==> src/rtl/rv_mem_pkg.sv <==
// Shared definitions for the load/store unit: func3 encodings, FSM states and
// byte-lane helpers.
package rv_mem_pkg;

  localparam logic [2:0] F3_B  = 3'b000;
  localparam logic [2:0] F3_H  = 3'b001;
  localparam logic [2:0] F3_W  = 3'b010;
  localparam logic [2:0] F3_BU = 3'b100;
  localparam logic [2:0] F3_HU = 3'b101;

  typedef enum logic [1:0] {
    StIdle,
    StReq,
    StWaitR,
    StDone
  } lsu_state_t;

  // Lane mask for an access of the size encoded in func3[1:0] at byte offset off.
  function automatic logic [3:0] byte_enable(input logic [2:0] func3, input logic [1:0] off);
    logic [3:0] be;
    case (func3[1:0])
      2'b00:   be = 4'b0001 << off;
      2'b01:   be = 4'b0011 << off;
      default: be = 4'b1111;
    endcase
    return be;
  endfunction

  function automatic logic access_legal(input logic is_store, input logic [2:0] func3,
                                        input logic [1:0] off);
    logic ok;
    case (func3)
      F3_B:    ok = 1'b1;
      F3_H:    ok = !off[0];
      F3_W:    ok = (off == 2'b00);
      F3_BU:   ok = !is_store;
      F3_HU:   ok = !is_store && !off[0];
      default: ok = 1'b0;
    endcase
    return ok;
  endfunction

endpackage

==> src/rtl/load_extend.sv <==
// Selects the addressed lane of a read word and sign/zero-extends it per func3.
module load_extend
  import rv_mem_pkg::*;
(
  input  logic [31:0] i_rdata,
  input  logic [1:0]  i_off,
  input  logic [2:0]  i_func3,
  output logic [31:0] o_data
);

  logic [31:0] w_shifted;

  assign w_shifted = i_rdata >> {i_off, 3'b000};

  always_comb begin
    case (i_func3)
      F3_B:    o_data = {{24{w_shifted[7]}}, w_shifted[7:0]};
      F3_H:    o_data = {{16{w_shifted[15]}}, w_shifted[15:0]};
      F3_BU:   o_data = {24'd0, w_shifted[7:0]};
      F3_HU:   o_data = {16'd0, w_shifted[15:0]};
      default: o_data = w_shifted;
    endcase
  end

endmodule

==> src/rtl/load_store_unit.sv <==
// Memory-access stage: single-outstanding req/gnt/rvalid bus master producing the
// register-file writeback and stalling upstream while an access is in flight.
module load_store_unit
  import rv_mem_pkg::*;
#(
  parameter int unsigned ADDR_W = 32
) (
  input  logic              i_clk,
  input  logic              i_reset,
  input  logic [31:0]       i_alu_result,
  input  logic [31:0]       i_rd2,
  input  logic [4:0]        i_rd,
  input  logic [2:0]        i_func3,
  input  logic              i_mem_read,
  input  logic              i_mem_write,
  input  logic              i_mem_to_reg,
  input  logic              i_reg_write,
  output logic              o_stall,
  output logic              o_mem_req,
  output logic              o_mem_we,
  output logic [ADDR_W-1:0] o_mem_addr,
  output logic [3:0]        o_mem_be,
  output logic [31:0]       o_mem_wdata,
  input  logic              i_mem_gnt,
  input  logic              i_mem_rvalid,
  input  logic [31:0]       i_mem_rdata,
  output logic [31:0]       o_wd,
  output logic [4:0]        o_wb_rd,
  output logic              o_wb_we,
  output logic              o_access_err
);

  lsu_state_t        r_state, w_state_next;
  logic [ADDR_W-1:0] r_addr;
  logic [1:0]        r_off;
  logic [3:0]        r_be;
  logic [31:0]       r_wdata;
  logic              r_we;
  logic [4:0]        r_rd;
  logic [2:0]        r_func3;
  logic [31:0]       r_wd;
  logic [4:0]        r_wb_rd;
  logic              r_wb_we;
  logic              r_err;

  logic              w_access;
  logic              w_legal;
  logic [1:0]        w_off;
  logic [31:0]       w_wdata;
  logic [31:0]       w_ext;

  assign w_access = i_mem_read | i_mem_write;
  assign w_off    = i_alu_result[1:0];
  // A set mem_write wins over mem_read, so legality is judged as a store.
  assign w_legal  = access_legal(i_mem_write, i_func3, w_off);

  always_comb begin
    case (i_func3[1:0])
      2'b00:   w_wdata = {4{i_rd2[7:0]}};
      2'b01:   w_wdata = {2{i_rd2[15:0]}};
      default: w_wdata = i_rd2;
    endcase
  end

  load_extend u_load_extend (
    .i_rdata (i_mem_rdata),
    .i_off   (r_off),
    .i_func3 (r_func3),
    .o_data  (w_ext)
  );

  always_ff @(posedge i_clk) begin
    if (i_reset) r_state <= StIdle;
    else         r_state <= w_state_next;
  end

  always_comb begin
    w_state_next = r_state;
    case (r_state)
      StIdle:  if (w_access) w_state_next = w_legal ? StReq : StDone;
      StReq:   if (i_mem_gnt) w_state_next = r_we ? StDone : StWaitR;
      StWaitR: if (i_mem_rvalid) w_state_next = StDone;
      StDone:  w_state_next = StIdle;
      default: w_state_next = StIdle;
    endcase
  end

  always_comb begin
    o_stall   = 1'b0;
    o_mem_req = 1'b0;
    o_mem_we  = 1'b0;
    case (r_state)
      StIdle:  o_stall = w_access;
      StReq: begin
        o_stall   = 1'b1;
        o_mem_req = 1'b1;
        o_mem_we  = r_we;
      end
      StWaitR: o_stall = 1'b1;
      default: o_stall = 1'b0;
    endcase
  end

  always_ff @(posedge i_clk) begin
    if (i_reset) begin
      r_addr  <= '0;
      r_off   <= '0;
      r_be    <= '0;
      r_wdata <= '0;
      r_we    <= 1'b0;
      r_rd    <= '0;
      r_func3 <= '0;
      r_wd    <= '0;
      r_wb_rd <= '0;
      r_wb_we <= 1'b0;
      r_err   <= 1'b0;
    end else begin
      case (r_state)
        StIdle: begin
          if (!w_access) begin
            r_wd    <= i_alu_result;
            r_wb_rd <= i_rd;
            r_wb_we <= i_reg_write;
          end else begin
            r_wb_we <= 1'b0;
            r_wb_rd <= i_rd;
            if (w_legal) begin
              r_addr  <= {i_alu_result[ADDR_W-1:2], 2'b00};
              r_off   <= w_off;
              r_be    <= byte_enable(i_func3, w_off);
              r_wdata <= w_wdata;
              r_we    <= i_mem_write;
              r_rd    <= i_rd;
              r_func3 <= i_func3;
            end else begin
              r_err <= 1'b1;
            end
          end
        end
        StReq: r_wb_we <= 1'b0;
        // Upstream holds its inputs while stalled, so mem_to_reg/reg_write are still valid.
        StWaitR: begin
          if (i_mem_rvalid) begin
            r_wd    <= i_mem_to_reg ? w_ext : i_alu_result;
            r_wb_rd <= r_rd;
            r_wb_we <= i_reg_write;
          end
        end
        default: begin
          r_wb_we <= 1'b0;
          r_err   <= 1'b0;
        end
      endcase
    end
  end

  assign o_mem_addr   = r_addr;
  assign o_mem_be     = r_be;
  assign o_mem_wdata  = r_wdata;
  assign o_wd         = r_wd;
  assign o_wb_rd      = r_wb_rd;
  assign o_wb_we      = r_wb_we;
  assign o_access_err = r_err;

endmodule

==> config.mk <==
export PLATFORM = sky130hd
export DESIGN_NAME = load_store_unit
export DESIGN_NICKNAME = d
export VERILOG_FILES = /design/src/rtl/rv_mem_pkg.sv /design/src/rtl/load_extend.sv /design/src/rtl/load_store_unit.sv
export SDC_FILE = /design/constraint.sdc
export NUM_CORES = 1
export LEC_CHECK = 0
export ABC_AREA = 1
export CAP_MARGIN = 20
export CORE_MARGIN = 4
export CORE_UTILIZATION = 30
export DETAILED_ROUTE_END_ITERATION = 10
export SLEW_MARGIN = 25
export SYNTH_ARGS = -nofsm -noshare
export SYNTH_HDL_FRONTEND = slang
export SYNTH_SLANG_ARGS = --single-unit
==> constraint.sdc <==
create_clock -name i_clk -period 2.36 [get_ports i_clk]
set_input_delay 0.472 -clock i_clk [delete_from_list [all_inputs] [get_ports i_clk]]
set_output_delay 0.472 -clock i_clk [all_outputs]
set_load 0.02 [all_outputs]
==> impl_metrics.toml <==
[clock_tree]
clk_pin_slew_ns = 0.05
cts_buffer_depth = 2
clkLatencyLatePin_ns = 0.42
clkSinkCount = 118
cts_tree = "yes"
cts_htree_levels = 4
numCtsBuffers = 17
cts_root_buffer = "clkbuf_16"
holdBufCountCts = 0

[worst_setup_path]
critPathSlowestCell = "dfxtp_1"
crit_family = "buffers and inverters"
rrSetupSlack_ns = 0.43
r2r-end = "o_wd[24]"
critPathBufInv = 3
critPathArrivalTime_ns = 1.71
r2r-start = "r_state[0]"
worstSetupStartpointType = "register"
rr_worst_depth = 10
max_stage_delay_ns = 0.39
cp.required_ns = 1.89
crit_path_frequent_cell = "inv_1"
setup.worst_path.start = "r_state[0]"
critPathMaxFanout = 5
endpoint_kind = "output port"
crit_type = "reg -> out"
crit_chain = "inv_1, ha_1, inv_1, a21oi_1, dlygate4sd2_1"

[layout]
drive_gt1_share_pct = 8.39
regArea_sq_mm = 0.00236
antenna_cells = 0
n_fill_cell = 1898
layoutNonFillerInstCount = 1295
multi_input_area_sq_mm = 0.00293
final_util_pct = 46.8
area.growth.synth_to_final_pct = 53.0
nNetsFinal = 1166

[logic_synthesis]
avgSynthCellArea_sq_um = 6.74
synth_cell_type_count = 24
yosysWarnings = 0
synth_area_sq_mm = 0.00572
synth_top_area_share_pct = 41.3
ys_ff_latch = 118
yosysSeqAreaShare_pct = 41.3
synth_edf_count = 0
synth_top_cell_by_area = "dfxtp_1"
syn_inst = 849
async_reset_ff_share_pct = 0
synth_ff_type = "dfxtp_1"
yosysMostFrequentCell = "nand2_1"
synth_area_leaders = "dfxtp_1, nand2_1, a21oi_1"
synthTopCellsByCount = "nand2_1, a21oi_1, dfxtp_1"

[pwr]
cellLeakagePower_nw = 3.46
powerDensity_mw_per_mm2 = 997
total_power_mw = 8.73
ir_drop_mv = 0.607

[sta]
drv_slew = 0
tightest_slew_ns = 0.921
fin_tns_setup_ns = 0
fin_crit_ns = 2.18
hold_violations = 0
slew_headroom_pct = 38.4
fmax_mhz = 459
period_share_pct = 92.4
whs_ns = 0.457
setup_violations = 0
rsz0062_at_grt = "no"
fin_worst_skew_ns = 0.00865

[global_routing]
grt_usage_pct = 19.1
antenna_found_initial = 1
grt_pass1_vias = 5960
overflow = 0
grt_pass1_wl_microns = 32700
grt_max_degree = 80

[placed_design]
port_buffers = 219
gp_congestion = 0.881
place_hpwl_microns = 14900
dpl.cell_count = 1265

[hold_path]
whs_endpoint = "o_mem_wdata[5]"
worstHoldStart = "o_mem_wdata[5]"
min_path_type = "reg -> reg"
hold_depth = 2

[drt]
drc = 0
drt-vias-per-instance = 4.86
drt_iter0_drc = 373
wire_per_inst_microns = 16.1
drt-pass1-iter-count = 6
final_antenna_net_count = 0
vias = 6299
drt-total-wl_microns = 20800

[run_status]
outcome = "finished clean"

[floorplanning]
io_pins = 222
coreArea_sq_mm = 0.0187
die_x_microns = 146
initial_utilization_pct = 30.6
die_h_microns = 146
die_area_sq_mm = 0.0213
rows = 50

[flow_run]
maxCapViolCount = 0
## layout by cell type (no fill, tap or decap), types with 21 or more instances in the layout
master and instances:
nand2_1 288, clkdlybuf4s50_1 216, a21oi_1 132, dfxtp_1 118, o21ai_0 53, nand3_1 45
nor2_1 37, inv_1 27, or2_2 25, buf_4 21
## flip-flops by register name, indices dropped and copies added (netlist names)
| signal | flops |
|---|---|
| o_access_err | 1 |
| o_mem_addr | 30 |
| o_mem_be | 4 |
| o_mem_wdata | 32 |
| o_wb_rd | 5 |
| o_wb_we | 1 |
| o_wd | 32 |
| r_func3 | 3 |
| r_off | 2 |
| r_rd | 5 |
| r_state | 2 |
| r_we | 1 |
## repair_timing
item	in CTS	in global routing
buffers inserted	0	0
setup endpoints to repair	1	1
gates cloned	0	0
resized for setup	1	1
## power breakdown
part	switching [mW]	internal, mW	total, mW
sequential	0.200	2.39	2.59
clock	0.924	1.69	2.62
combinational	2.04	1.48	3.52
total	3.16	5.57	8.73
## how the worst max path moves through the flow
stage                to  slack [ns]  cells past startpoint
2_1_floorplan   o_wd[4]        0.66                     11
5_1_grt         o_stall        0.03                      5
6_report        o_stall        0.18                      5
3_3_place_gp    o_stall        0.03                      6
4_1_cts        o_mem_we        0.06                      5
3_5_place_dp    o_stall      -0.003                      6
## cells by family (layout without fill, tap and decap cells)
family | count (synthesis) | after routing | share of synthesized area, %
simple gates | 416 | 416 | 30.4
compound gates | 214 | 214 | 19.6
flops | 118 | 118 | 41.3
buf+inv | 96 | 307 | 7.72
fa+ha+maj | 4 | 4 | 0.875
other cells | 1 | 2 | 0.0656
## area by class of cell
type / instances / area share (%)
multi-input cells: 636 / 33.5
clock inverters: 10 / 1.49
inverters: 31 / 1.33
flip-flops and latches: 118 / 27.0
clock buffers: 20 / 5.22
repair buffers: 246 / 28.2
well taps: 234 / 3.35
## stage by stage
step                instance area (sq um)  setup WS, ns
detailed placement                   8160      -0.00310
global placement                     8160        0.0292
CTS                                  8750        0.0628
floorplan                            5720         0.657
global route                         8750        0.0340
finish                               8750         0.179
## worst register-to-register path, cell delays in order, from the launching register on
cell and delay (ns):
dfxtp_1 0.39, inv_1 0.08, ha_1 0.32, nand2_1 0.15
o21ai_0 0.09, inv_1 0.12, nand2_4 0.11, inv_2 0.09
buf_12 0.21, o21ai_0 0.15, a21oi_1 0.14
## per-layer routing
layer | GRT usage [%] | vias to the layer above | wire (microns)
met3 | 5.31 | 28 | 1390
li1 | - | 3205 | -
met4 | 6.07 | 2 | 344
met1 | 25.7 | 2851 | 9550
met2 | 30.0 | 213 | 9500
met5 | 0 | - | 8
(Power assumes the default switching activity.)
